**src/rtl/bt_uart_pkg.sv**
```systemverilog
// Shared types and helpers for the parametrised Bluetooth-link UART receiver.
package bt_uart_pkg;

  typedef enum logic [1:0] {
    PAR_NONE = 2'd0,
    PAR_EVEN = 2'd1,
    PAR_ODD  = 2'd2
  } parity_t;

  typedef enum logic [2:0] {
    IDLE      = 3'd0,
    START     = 3'd1,
    DATA      = 3'd2,
    PAR       = 3'd3,
    STOP      = 3'd4,
    WAIT_HIGH = 3'd5
  } rx_state_t;

  // Rounded clk-per-tick divider.
  function automatic int unsigned baud_div(input int unsigned clk_hz,
                                           input int unsigned baud,
                                           input int unsigned os);
    return (clk_hz + (baud * os) / 2) / (baud * os);
  endfunction

endpackage

```
**src/rtl/uart_tick_gen.sv**
```systemverilog
// Free-running oversample tick generator: one-clk tick every DIV clks, clr restarts the phase.
module uart_tick_gen #(
  parameter int unsigned DIV = 27
) (
  input  logic clk,
  input  logic reset,
  input  logic clr,
  output logic tick
);

  localparam int unsigned CNT_W = $clog2(DIV);

  if (DIV < 2) begin : g_bad_div
    $error("uart_tick_gen: DIV must be >= 2");
  end

  logic [CNT_W-1:0] cnt_q, cnt_d;

  always_comb begin
    tick  = (cnt_q == CNT_W'(DIV - 1));
    cnt_d = (clr || tick) ? '0 : cnt_q + CNT_W'(1);
  end

  always_ff @(posedge clk or negedge reset) begin
    if (!reset) cnt_q <= '0;
    else        cnt_q <= cnt_d;
  end

endmodule

```
**src/rtl/bt_uart_rx.sv**
```systemverilog
// Parametrised oversampling UART receiver with LED latch and pause toggle.
// Optional macro BT_UART_RX_MAJORITY_EN: 3-sample majority vote per bit decision.
module bt_uart_rx
  import bt_uart_pkg::*;
#(
  parameter int unsigned CLK_HZ     = 50_000_000,
  parameter int unsigned BAUD       = 9600,
  parameter int unsigned OVERSAMPLE = 16,
  parameter int unsigned DATA_BITS  = 8,
  parameter int unsigned PARITY     = 0,
  parameter int unsigned STOP_BITS  = 1,
  parameter int unsigned PAUSE_CODE = 8'h31
) (
  input  logic                 clk,
  input  logic                 reset,
  input  logic                 rx,
  output logic [DATA_BITS-1:0] data,
  output logic                 valid,
  output logic                 parity_err,
  output logic                 frame_err,
  output logic [DATA_BITS-1:0] leds,
  output logic                 pausa
);

  localparam int unsigned DIV       = baud_div(CLK_HZ, BAUD, OVERSAMPLE);
  localparam parity_t     PAR_MODE  = parity_t'(PARITY[1:0]);
  localparam int unsigned TCNT_W    = $clog2(OVERSAMPLE);
  localparam int unsigned BIT_LAST  = OVERSAMPLE - 1;
`ifdef BT_UART_RX_MAJORITY_EN
  localparam int unsigned START_LAST = OVERSAMPLE / 2;
`else
  localparam int unsigned START_LAST = OVERSAMPLE / 2 - 1;
`endif

  if (DIV < 2) begin : g_bad_div
    $error("bt_uart_rx: CLK_HZ/(BAUD*OVERSAMPLE) must round to >= 2");
  end
  if (OVERSAMPLE < 4 || OVERSAMPLE % 2 != 0) begin : g_bad_os
    $error("bt_uart_rx: OVERSAMPLE must be even and >= 4");
  end
  if (DATA_BITS < 5 || DATA_BITS > 9 || PARITY > 2 || STOP_BITS < 1 || STOP_BITS > 2) begin : g_bad_fmt
    $error("bt_uart_rx: unsupported frame format");
  end

  logic rx_meta_q, rx_sync_q, rx_prev_q;
  logic tick, tick_clr, at_last, bit_s, stop_bad;

  rx_state_t            state_q, state_d;
  logic [TCNT_W-1:0]    tcnt_q, tcnt_d;
  logic [3:0]           bcnt_q, bcnt_d;
  logic [DATA_BITS-1:0] sh_q, sh_d, data_q, data_d, leds_q, leds_d;
  logic                 par_err_q, par_err_d, stop_bad_q, stop_bad_d;
  logic                 pausa_q, pausa_d, valid_q, valid_d;
  logic                 perr_q, perr_d, ferr_q, ferr_d;

  uart_tick_gen #(.DIV(DIV)) u_tick (
    .clk   (clk),
    .reset (reset),
    .clr   (tick_clr),
    .tick  (tick)
  );

`ifdef BT_UART_RX_MAJORITY_EN
  // hist_q[1]/hist_q[0] hold the centre-1/centre samples when the centre+1 tick arrives.
  logic [1:0] hist_q;
  always_ff @(posedge clk or negedge reset) begin
    if (!reset)    hist_q <= '1;
    else if (tick) hist_q <= {hist_q[0], rx_sync_q};
  end
  assign bit_s = (hist_q[1] & hist_q[0]) | (hist_q[1] & rx_sync_q) | (hist_q[0] & rx_sync_q);
`else
  assign bit_s = rx_sync_q;
`endif

  assign at_last  = tick && (tcnt_q == ((state_q == START) ? TCNT_W'(START_LAST)
                                                           : TCNT_W'(BIT_LAST)));
  assign stop_bad = stop_bad_q | ~bit_s;

  always_comb begin
    state_d    = state_q;
    tcnt_d     = tcnt_q;
    bcnt_d     = bcnt_q;
    sh_d       = sh_q;
    par_err_d  = par_err_q;
    stop_bad_d = stop_bad_q;
    data_d     = data_q;
    leds_d     = leds_q;
    pausa_d    = pausa_q;
    valid_d    = 1'b0;
    perr_d     = 1'b0;
    ferr_d     = 1'b0;
    tick_clr   = 1'b0;

    if (state_q == IDLE)  tcnt_d = '0;
    else if (tick)        tcnt_d = at_last ? '0 : tcnt_q + TCNT_W'(1);

    case (state_q)
      IDLE: begin
        if (rx_prev_q && !rx_sync_q) begin
          state_d  = START;
          tick_clr = 1'b1;
        end
      end
      START: begin
        if (at_last) begin
          if (!bit_s) begin
            state_d    = DATA;
            bcnt_d     = '0;
            par_err_d  = 1'b0;
            stop_bad_d = 1'b0;
          end else begin
            state_d = IDLE;
          end
        end
      end
      DATA: begin
        if (at_last) begin
          sh_d = {bit_s, sh_q[DATA_BITS-1:1]};
          if (bcnt_q == 4'(DATA_BITS - 1)) begin
            bcnt_d  = '0;
            state_d = (PAR_MODE == PAR_NONE) ? STOP : PAR;
          end else begin
            bcnt_d = bcnt_q + 4'd1;
          end
        end
      end
      PAR: begin
        if (at_last) begin
          par_err_d = (^sh_q) ^ bit_s ^ (PAR_MODE == PAR_ODD);
          state_d   = STOP;
        end
      end
      STOP: begin
        if (at_last) begin
          if (bcnt_q == 4'(STOP_BITS - 1)) begin
            bcnt_d = '0;
            if (stop_bad) begin
              ferr_d  = 1'b1;
              state_d = WAIT_HIGH;
            end else begin
              valid_d = 1'b1;
              data_d  = sh_q;
              state_d = IDLE;
              if (par_err_q) begin
                perr_d = 1'b1;
              end else begin
                leds_d = sh_q;
                if (sh_q == DATA_BITS'(PAUSE_CODE)) pausa_d = ~pausa_q;
              end
            end
          end else begin
            stop_bad_d = stop_bad;
            bcnt_d     = bcnt_q + 4'd1;
          end
        end
      end
      WAIT_HIGH: begin
        if (rx_sync_q) state_d = IDLE;
      end
      default: state_d = IDLE;
    endcase
  end

  always_ff @(posedge clk or negedge reset) begin
    if (!reset) begin
      rx_meta_q  <= 1'b1;
      rx_sync_q  <= 1'b1;
      rx_prev_q  <= 1'b1;
      state_q    <= IDLE;
      tcnt_q     <= '0;
      bcnt_q     <= '0;
      sh_q       <= '0;
      par_err_q  <= 1'b0;
      stop_bad_q <= 1'b0;
      data_q     <= '0;
      leds_q     <= '0;
      pausa_q    <= 1'b0;
      valid_q    <= 1'b0;
      perr_q     <= 1'b0;
      ferr_q     <= 1'b0;
    end else begin
      rx_meta_q  <= rx;
      rx_sync_q  <= rx_meta_q;
      rx_prev_q  <= rx_sync_q;
      state_q    <= state_d;
      tcnt_q     <= tcnt_d;
      bcnt_q     <= bcnt_d;
      sh_q       <= sh_d;
      par_err_q  <= par_err_d;
      stop_bad_q <= stop_bad_d;
      data_q     <= data_d;
      leds_q     <= leds_d;
      pausa_q    <= pausa_d;
      valid_q    <= valid_d;
      perr_q     <= perr_d;
      ferr_q     <= ferr_d;
    end
  end

  assign data       = data_q;
  assign leds       = leds_q;
  assign pausa      = pausa_q;
  assign valid      = valid_q;
  assign parity_err = perr_q;
  assign frame_err  = ferr_q;

endmodule

```
**config.mk**
```make
export PLATFORM = sky130hd
export DESIGN_NAME = bt_uart_rx
export DESIGN_NICKNAME = d
export VERILOG_FILES = /design/src/rtl/bt_uart_pkg.sv /design/src/rtl/uart_tick_gen.sv /design/src/rtl/bt_uart_rx.sv
export SDC_FILE = /design/constraint.sdc
export NUM_CORES = 1
export LEC_CHECK = 0
export ABC_AREA = 1
export BUFFER_PORTS_ARGS = -buffer_cell sky130_fd_sc_hd__clkbuf_2
export CELL_PAD_IN_SITES_DETAIL_PLACEMENT = 2
export CELL_PAD_IN_SITES_GLOBAL_PLACEMENT = 2
export CORE_UTILIZATION = 36
export DETAILED_ROUTE_END_ITERATION = 8
export PLACE_DENSITY_LB_ADDON = 0.3
export SLEW_MARGIN = 20
export SYNTH_ARGS = -nofsm -noshare
export SYNTH_HDL_FRONTEND = slang
export SYNTH_HIERARCHICAL = 1
export SYNTH_SLANG_ARGS = --single-unit
```
**constraint.sdc**
```tcl
create_clock -name clk -period 1.9 [get_ports clk]
set_input_delay 0.38 -clock clk [delete_from_list [all_inputs] [get_ports clk]]
set_output_delay 0.38 -clock clk [all_outputs]
set_load 0.01 [all_outputs]
```
-- Word-level counts from Yosys, hierarchy flattened
Cells that the tools add are included.
- output and inout port bits: 20
- register bits: 53
- reductions and logical operators: 19
- mux-type cells: 45
- bitwise logic cells: 6
- equality and inequality tests: 19
- add/sub/neg operators: 3
- operators by type and width (operator ; count):
    $mux W4 ; 10
    $mux W3 ; 9
    $mux W1 ; 20
    $ne A2 B2 Y1 const B ; 9
    $pmux W3 S6 ; 1
    $reduce_and A5 Y1 ; 3
    $pmux W4 S3 ; 1
    $add A9 B1 Y9 const B ; 1
    $eq A9 B9 Y1 const B ; 1
    $mux W9 ; 1
    $add A4 B1 Y4 const B ; 2
    $eq A8 B6 Y1 const B ; 1
    $reduce_and A4 Y1 ; 2
    $reduce_and A8 Y1 ; 1
    $reduce_xor A8 Y1 ; 1
    $eq A3 B2 Y1 const B ; 2
    $eq A3 B3 Y1 const B ; 2
    $reduce_and A6 Y1 ; 1
    $reduce_bool A2 Y1 ; 3
    $eq A4 B3 Y1 const B ; 1
    $eq A4 B4 Y1 ; 1
    $logic_not A4 Y1 ; 1
    $not A1 Y1 ; 4
    $pmux W1 S2 ; 2
    other kinds (11) ; 12

-- Logic depth before layout (Yosys ltp)
Gate-level depths: netlist (run 1).
- depth in word-level cells: 7
- gate-level depth with buffers: 14

-- Modules after synthesis
Netlist (run 1), hierarchy kept.
- modules (own cells, without submodules) (module ; cells each ; area each (µm²) ; times used):
    bt_uart_rx ; 265 ; 2364.8 ; 1
    uart_tick_gen ; 68 ; 494.2 ; 1

-- Worst setup path before layout (run 1)
OpenSTA, ideal clock, no wires.
- path type: register -> register
- start point: register u_tick.cnt_q[0]
- end point: register leds_q[0], in the netlist leds[0]
- path buffers: 0
- stages on the path, launching flop included: 13
- period minus slack after synthesis: 1.759 ns
- arrival: 1.646 ns
- setup slack: 0.141 ns
- data required time: 1.787 ns
- library setup time: 0.113 ns
- cells stage by stage: dfrtp_1 > ha_1 > nand2_1 > nor2_1 > nand2_1 > inv_1 > nand3_2 > inv_1 > nand3_4 > nor2_8 > nand3_1 > nand2_1 > inv_1
- longest elaborated chain between the ends: 3
- RTL lines (item ; line ; source):
    start, declared ; uart_tick_gen.sv:17 ; logic [CNT_W-1:0] cnt_q, cnt_d;
    start signal, assigned ; uart_tick_gen.sv:26 ; else cnt_q <= cnt_d;
    $eq A9 B9 Y1 ; uart_tick_gen.sv:20 ; tick = (cnt_q == CNT_W'(DIV - 1));
    via tick ; bt_uart_rx.sv:46 ; logic tick, tick_clr, at_last, bit_s, stop_bad;
    $logic_and A1 B1 Y1 ; bt_uart_rx.sv:75 ; assign at_last = tick && (tcnt_q == ((state_q == START) ? TCNT_W'(START_LAST)
    $reduce_and A5 Y1 (no source line) ; -- ;
    end signal, assigned ; bt_uart_rx.sv:192 ; leds_q <= leds_d;
    end, declared ; bt_uart_rx.sv:51 ; logic [DATA_BITS-1:0] sh_q, sh_d, data_q, data_d, leds_q, leds_d;
The timed path passes the listed nets, and every way through them passes these cells.
A chain may end at the register's enable or synchronous reset.

-- Final worst setup path (run 1)
- start point: register u_tick.cnt_q[1]
- end point: register leds_q[1], in the netlist leds[1]
Same word-level chain as after synthesis.

==> impl_metrics.env, run 1 <==
export IMPL_nNetsFinal=385
export IMPL_rsz0062_at_grt="true"
export IMPL_viasPerCell=4.832
export IMPL_vdd_drop_max_mv=0.3577
export IMPL_worst_slew_pin_slew_ps=572.4
export IMPL_htree_levels=2
export IMPL_wl_per_cell_um=15.57
export IMPL_die_h_um=91.12
export IMPL_fmax_ghz=0.5279
export IMPL_clock_insertion_delay_worst_skew_ps=320
export IMPL_post_dp_cell_area_sq_um=3167
export IMPL_area_delta_synth_final_pct=19.08
export IMPL_grt_pass1_vias=2560
export IMPL_synth_nets=345
export IMPL_synth_cell_types=31
export IMPL_num_vias=2300
export IMPL_critPathRequiredTime_ps=2160
export IMPL_cts_buffer_depth=2
export IMPL_period_minus_slack_ps=1894
export IMPL_detail_route_wirelength_mm=7.410
export IMPL_min_delay_path_class="input port to asynchronous set/reset pin"
export IMPL_run_status="finished clean"
export IMPL_worstSetupPathType="register to register"
export IMPL_path_clk_slew_ps=100
export IMPL_cts_buffers=5
export IMPL_maxCapViolCount=0
export IMPL_hpwl_mm=5.467
export IMPL_core_rowCount=32
export IMPL_yosysTopAreaCell="dfrtp_1"
export IMPL_ant_nets=0
export IMPL_netlist_top_cells_count="nand2_1 (93), inv_1 (52), dfrtp_1 (50), nor2_1 (21), nand3_1 (20)"
export IMPL_synth_area_leaders="dfrtp_1 (44%), nand2_1 (12%), inv_1 (6.8%)"
export IMPL_fin_area_sq_um=3405
export IMPL_synth_top_area_share_pct=43.76
export IMPL_p_per_area_nw_per_um2=907.9
export IMPL_cp_arrival_ps=2150
export IMPL_cts_tree="yes"
export IMPL_slowest_delay_ps=390
export IMPL_die_x_um=91.12
export IMPL_drc=0
export IMPL_total_power_w=0.003091
export IMPL_n_antenna_cell=0
export IMPL_yosys_warnings=6
export IMPL_grt_usage_pct=19.21
export IMPL_yosysMostFrequentCell="nand2_1"
export IMPL_p_leak_nw=1.727
export IMPL_synth_edf_count=0
export IMPL_die_area_sq_um=8302
export IMPL_cp_end_kind="register"
export IMPL_drt_pass1_iter_count=4
export IMPL_gr_total_overflow=0
export IMPL_finalHoldViolCount=0
export IMPL_postSynthCellCount=333
export IMPL_start_kind="register"
export IMPL_ys_seq_elements=53
export IMPL_async_flop_share_pct=100.0
export IMPL_setup_viol=0
export IMPL_place_congestion=0.7679
export IMPL_drt_initial_drc_count=50
export IMPL_fin_crit_sh_pct=99.71
export IMPL_start_util_pct=37.19
export IMPL_synth_seq_area_share_pct=46.52
export IMPL_synth_avg_cell_area_sq_um=8.586
export IMPL_final_max_slew_viol_count=0
export IMPL_tns_ps=0
export IMPL_worstPathCellList="inv_1 -> ha_2 -> nand2_2 -> nor2_2 -> nand2_2 -> inv_2 -> nand3_2 -> inv_2 -> nand3_4 -> nor2_8 -> nand2_8 -> nand2_1 -> nand2_1 -> inv_1"
export IMPL_fin_ws_ps=5.600
export IMPL_synth_main_ff_cell="dfrtp_1"
export IMPL_place_ws_ps=-107.6
export IMPL_grt_pass1_wl_mm=12.50
export IMPL_finClkSkew_ps=11.48
export IMPL_clockRootBuffer="clkbuf_8"
export IMPL_port_buffers=22
export IMPL_fp_coreArea_sq_um=7687
export IMPL_crit_path_top_delay_cell="dfrtp_1"
export IMPL_drive_gt1_share_pct=29.14
export IMPL_cts_sinks=53
export IMPL_pin_count=23
export IMPL_netlist_area_sq_um=2859
export IMPL_grt_start_max_net_pins=21
export IMPL_slew_headroom_pct=61.84
export IMPL_antenna_found_initial=0
export IMPL_path_max_fanout=8
## power breakdown
part           leakage (nW)  internal [W]  switching (W)
combinational         0.939      0.000301       0.000573
sequential            0.720       0.00121      0.0000833
clock                0.0681      0.000524       0.000397
total                  1.73       0.00204        0.00105
## cells in the final DEF, fill, tap and decap left out, types with 3 or more instances in the layout
cell type / instances
xor2_1: 5
o21ai_0: 4
clkbuf_2: 22
nand4_1: 5
inv_2: 9
buf_4: 10
buf_12: 3
nand2_2: 17
nand3_1: 20
nor3_1: 4
nand2_1: 79
ha_1: 8
nand2_4: 4
dfrtp_1: 50
a21oi_1: 5
dfstp_2: 3
nor2_2: 6
nand3_4: 4
o21ai_1: 11
nor2_1: 20
inv_1: 48
o21ai_2: 10
nor2_4: 3
nor2_8: 3
clkbuf_8: 5
## worst max-delay path, delay by kind of cell (launching register included)
family / cells / cell delay (ps)
adder cells (fa/ha/maj): 1 / 180
AND/OR/NAND/NOR: 9 / 940
flip-flops: 1 / 390
buffers and inverters: 4 / 330
## state kept, by name, indices dropped and copies added (netlist names)
name	cells
u_tick/cnt_q	9
data	8
leds	8
sh_q	8
bcnt_q	4
tcnt_q	4
state_q	3
bit_s	1
frame_err	1
par_err_q	1
parity_err	1
pausa	1
rx_meta_q	1
rx_prev_q	1
stop_bad_q	1
valid	1
## through the flow
stage / utilization, % / std cells / hold slack, ps
after floorplan: - / 333 / 84.41
after global placement: 41.19 / 464 / 346.2
after detailed placement: 41.19 / 464 / 348.8
after CTS: 43.64 / 476 / 48.81
after global routing: 44.29 / 476 / 54.47
final: 44.29 / 476 / 41.32
## per-layer routing
layer / vias up / GRT usage [%] / wire (um)
li1: 1122 / - / -
met1: 1146 / 23.44 / 3328
met2: 25 / 34.28 / 3843
met3: 7 / 3.434 / 130
met4: 0 / 5.952 / 107
met5: - / 0 / 0
## layout make-up
cell class	count	area, sq um
Tap cell	102	127.6
Multi-Input combinational cell	220	1348
Fill cell	888	4283
Clock inverter	3	65.06
Inverter	58	220.2
Clock buffer	5	68.82
Timing Repair Buffer	35	245.2
Sequential cell	53	1330
## logic make-up (layout without fill, tap and decap cells)
group           Yosys count  in the layout  synth area share [%]
compound gates           31             31                 6.739
buf+inv                  61            101                 8.753
simple gates            172            173                 31.90
fa+ha+maj                 9              9                 3.939
xor+xnor                  7              7                 2.144
flops                    53             53                 46.52
## final timing paths
check	from	slack, ps	depth (start not counted)	to
worst min-delay path	reset	40	1	u_tick/cnt_q[3]
worst max-delay path	u_tick/cnt_q[1]	6	14	leds[1]
min in group clk	rx	140	1	rx_meta_q
worst max register to register	u_tick/cnt_q[1]	6	14	leds[1]
max in group asynchronous	reset	1280	2	rx_prev_q
worst min register to register	rx_meta_q	370	0	bit_s
## what timing repair did
action / 4_1_cts / 5_1_grt
resized for setup: 5 / 21
setup buffers: 3 / 0
gates cloned: 1 / 0
pin swaps: 3 / 6
endpoints found under the setup margin: 24 / 28
hold buffers: 0 / 0
No activity file was read; power rests on OpenSTA's default activity.
==> inputs of run 2 (changes only) <==
--- a/config.mk
+++ b/config.mk
@@ -12,6 +12,7 @@
 export CORE_UTILIZATION = 36
 export DETAILED_ROUTE_END_ITERATION = 8
 export PLACE_DENSITY_LB_ADDON = 0.3
+export SETUP_SLACK_MARGIN = 0.02
 export SLEW_MARGIN = 20
 export SYNTH_ARGS = -nofsm -noshare
 export SYNTH_HDL_FRONTEND = slang
==> impl_metrics.env, run 2 (synthesized netlist as in run 1, its figures left out) <==
export IMPL_run_status="finished clean"
export IMPL_wl_per_cell_um=15.57
export IMPL_drive_gt1_share_pct=29.14
export IMPL_grt_pass1_wl_mm=12.50
export IMPL_cp_end_kind="register"
export IMPL_worstPathCellList="inv_1 -> ha_2 -> nand2_2 -> nor2_2 -> nand2_2 -> inv_2 -> nand3_2 -> inv_2 -> nand3_4 -> nor2_8 -> nand2_8 -> nand2_1 -> nand2_1 -> inv_1"
export IMPL_largest_reg_flops=9
export IMPL_htree_levels=2
export IMPL_crit_path_top_delay_cell="dfrtp_1"
export IMPL_slew_headroom_pct=61.84
export IMPL_place_ws_ps=-107.6
export IMPL_clock_insertion_delay_worst_skew_ps=320
export IMPL_fmax_ghz=0.5279
export IMPL_drt_pass1_iter_count=4
export IMPL_vdd_drop_max_mv=0.3577
export IMPL_grt_start_max_net_pins=21
export IMPL_ant_nets=0
export IMPL_min_delay_path_class="input port to asynchronous set/reset pin"
export IMPL_setup_viol=0
export IMPL_nNetsFinal=385
export IMPL_clockRootBuffer="clkbuf_8"
export IMPL_cts_tree="yes"
export IMPL_crit_start="u_tick/cnt_q[1]"
export IMPL_port_buffers=22
export IMPL_grt_usage_pct=19.21
export IMPL_cp_arrival_ps=2150
export IMPL_top_register="u_tick/cnt_q"
export IMPL_cts_buffers=5
export IMPL_die_x_um=91.12
export IMPL_viasPerCell=4.832
export IMPL_slowest_delay_ps=390
export IMPL_start_util_pct=37.19
export IMPL_fp_coreArea_sq_um=7687
export IMPL_period_minus_slack_ps=1894
export IMPL_cts_buffer_depth=2
export IMPL_p_leak_nw=1.727
export IMPL_drc=0
export IMPL_start_kind="register"
export IMPL_pin_count=23
export IMPL_p_per_area_nw_per_um2=907.9
export IMPL_post_dp_cell_area_sq_um=3167
export IMPL_place_congestion=0.7679
export IMPL_finClkSkew_ps=11.48
export IMPL_die_area_sq_um=8302
export IMPL_fin_ws_ps=5.600
export IMPL_r2r_start="u_tick/cnt_q[1]"
export IMPL_cts_sinks=53
export IMPL_worstSetupPathType="register to register"
export IMPL_grt_pass1_vias=2560
export IMPL_finalHoldViolCount=0
export IMPL_critPathRequiredTime_ps=2160
export IMPL_gr_total_overflow=0
export IMPL_die_h_um=91.12
export IMPL_worst_slew_pin_slew_ps=572.4
export IMPL_fillers=888
export IMPL_fin_area_sq_um=3405
export IMPL_fin_crit_sh_pct=99.71
export IMPL_drt_initial_drc_count=51
export IMPL_mostFrequentLayoutCell="nand2_1"
export IMPL_area_delta_synth_final_pct=19.08
export IMPL_maxCapViolCount=0
export IMPL_core_rowCount=32
export IMPL_path_clk_slew_ps=100
export IMPL_antenna_found_initial=0
export IMPL_hpwl_mm=5.467
export IMPL_path_max_fanout=8
export IMPL_final_max_slew_viol_count=0
export IMPL_layout_common_cells="nand2_1 (79), dfrtp_1 (50), inv_1 (48)"
export IMPL_detail_route_wirelength_mm=7.410
export IMPL_n_antenna_cell=0
export IMPL_rsz0062_at_grt="true"
export IMPL_num_vias=2300
export IMPL_cts_hold_fix_buffers=0
[run 2: cell counts in the layout (fill, tap and decap cells not counted)]
No cell type changed its count.
[run 2: worst paths after layout]
check                                       end  slack (ps)  cells after the start
worst max-delay path                    leds[1]           6                     14
worst min-delay path            u_tick/cnt_q[3]          40                      1
worst max register to register          leds[1]           6                     14
worst min register to register            bit_s         370                      0
max in group asynchronous             rx_prev_q        1280                      2
min in group clk                      rx_meta_q         140                      1
[run 2: metrics by stage]
step / total power, W / utilization (%) / instances / setup TNS (ps) / hold slack [ps]
after global routing: 0.003272 / 44.29 / 476 / -1230 / 54.47
after CTS: 0.003126 / 43.64 / 476 / 0 / 48.81
after global placement: 0.002118 / 41.19 / 464 / 0 / 346.2
after floorplan: 0.001886 / - / 333 / 0 / 84.41
final: 0.003091 / 44.29 / 476 / 0 / 41.32
after detailed placement: 0.002182 / 41.19 / 464 / -1489 / 348.8
[run 2: metal layers]
metal | vias up | GRT usage (%) | wire (um)
met5 | - | 0 | 0
met4 | 0 | 5.952 | 107
met3 | 7 | 3.434 | 130
met2 | 25 | 34.28 | 3843
met1 | 1146 | 23.44 | 3328
li1 | 1122 | - | -
[run 2: final cells by class]
cell class | count | area [sq um] | share of cell area [%]
multi-input combinational | 220 | 1348 | 39.58
clock buffer | 5 | 68.82 | 2.021
inverter | 58 | 220.2 | 6.468
tap | 102 | 127.6 | 3.749
sequential | 53 | 1330 | 39.07
timing repair buffer | 35 | 245.2 | 7.203
clock inverter | 3 | 65.06 | 1.911
[run 2: critical path, delay by kind of cell, from the launching register on]
kind | cells | cell delay (ps)
buffers and inverters | 4 | 330
AND/OR/NAND/NOR | 9 | 940
adder cells (fa/ha/maj) | 1 | 180
flip-flops | 1 | 390
[run 2: report_power, final]
group	switching (W)	total, W	internal [W]
Clock	0.000397	0.000921	0.000524
Combinational	0.000573	0.000874	0.000301
Sequential	0.0000833	0.00130	0.00121
Total	0.00105	0.00309	0.00204
[run 2: repair_timing]
item                                    CTS  global route
cloned                                    1             0
setup buffers                             3             0
gates resized for setup                   5            21
endpoints found under the setup margin   27            31
pin swaps                                 3             6
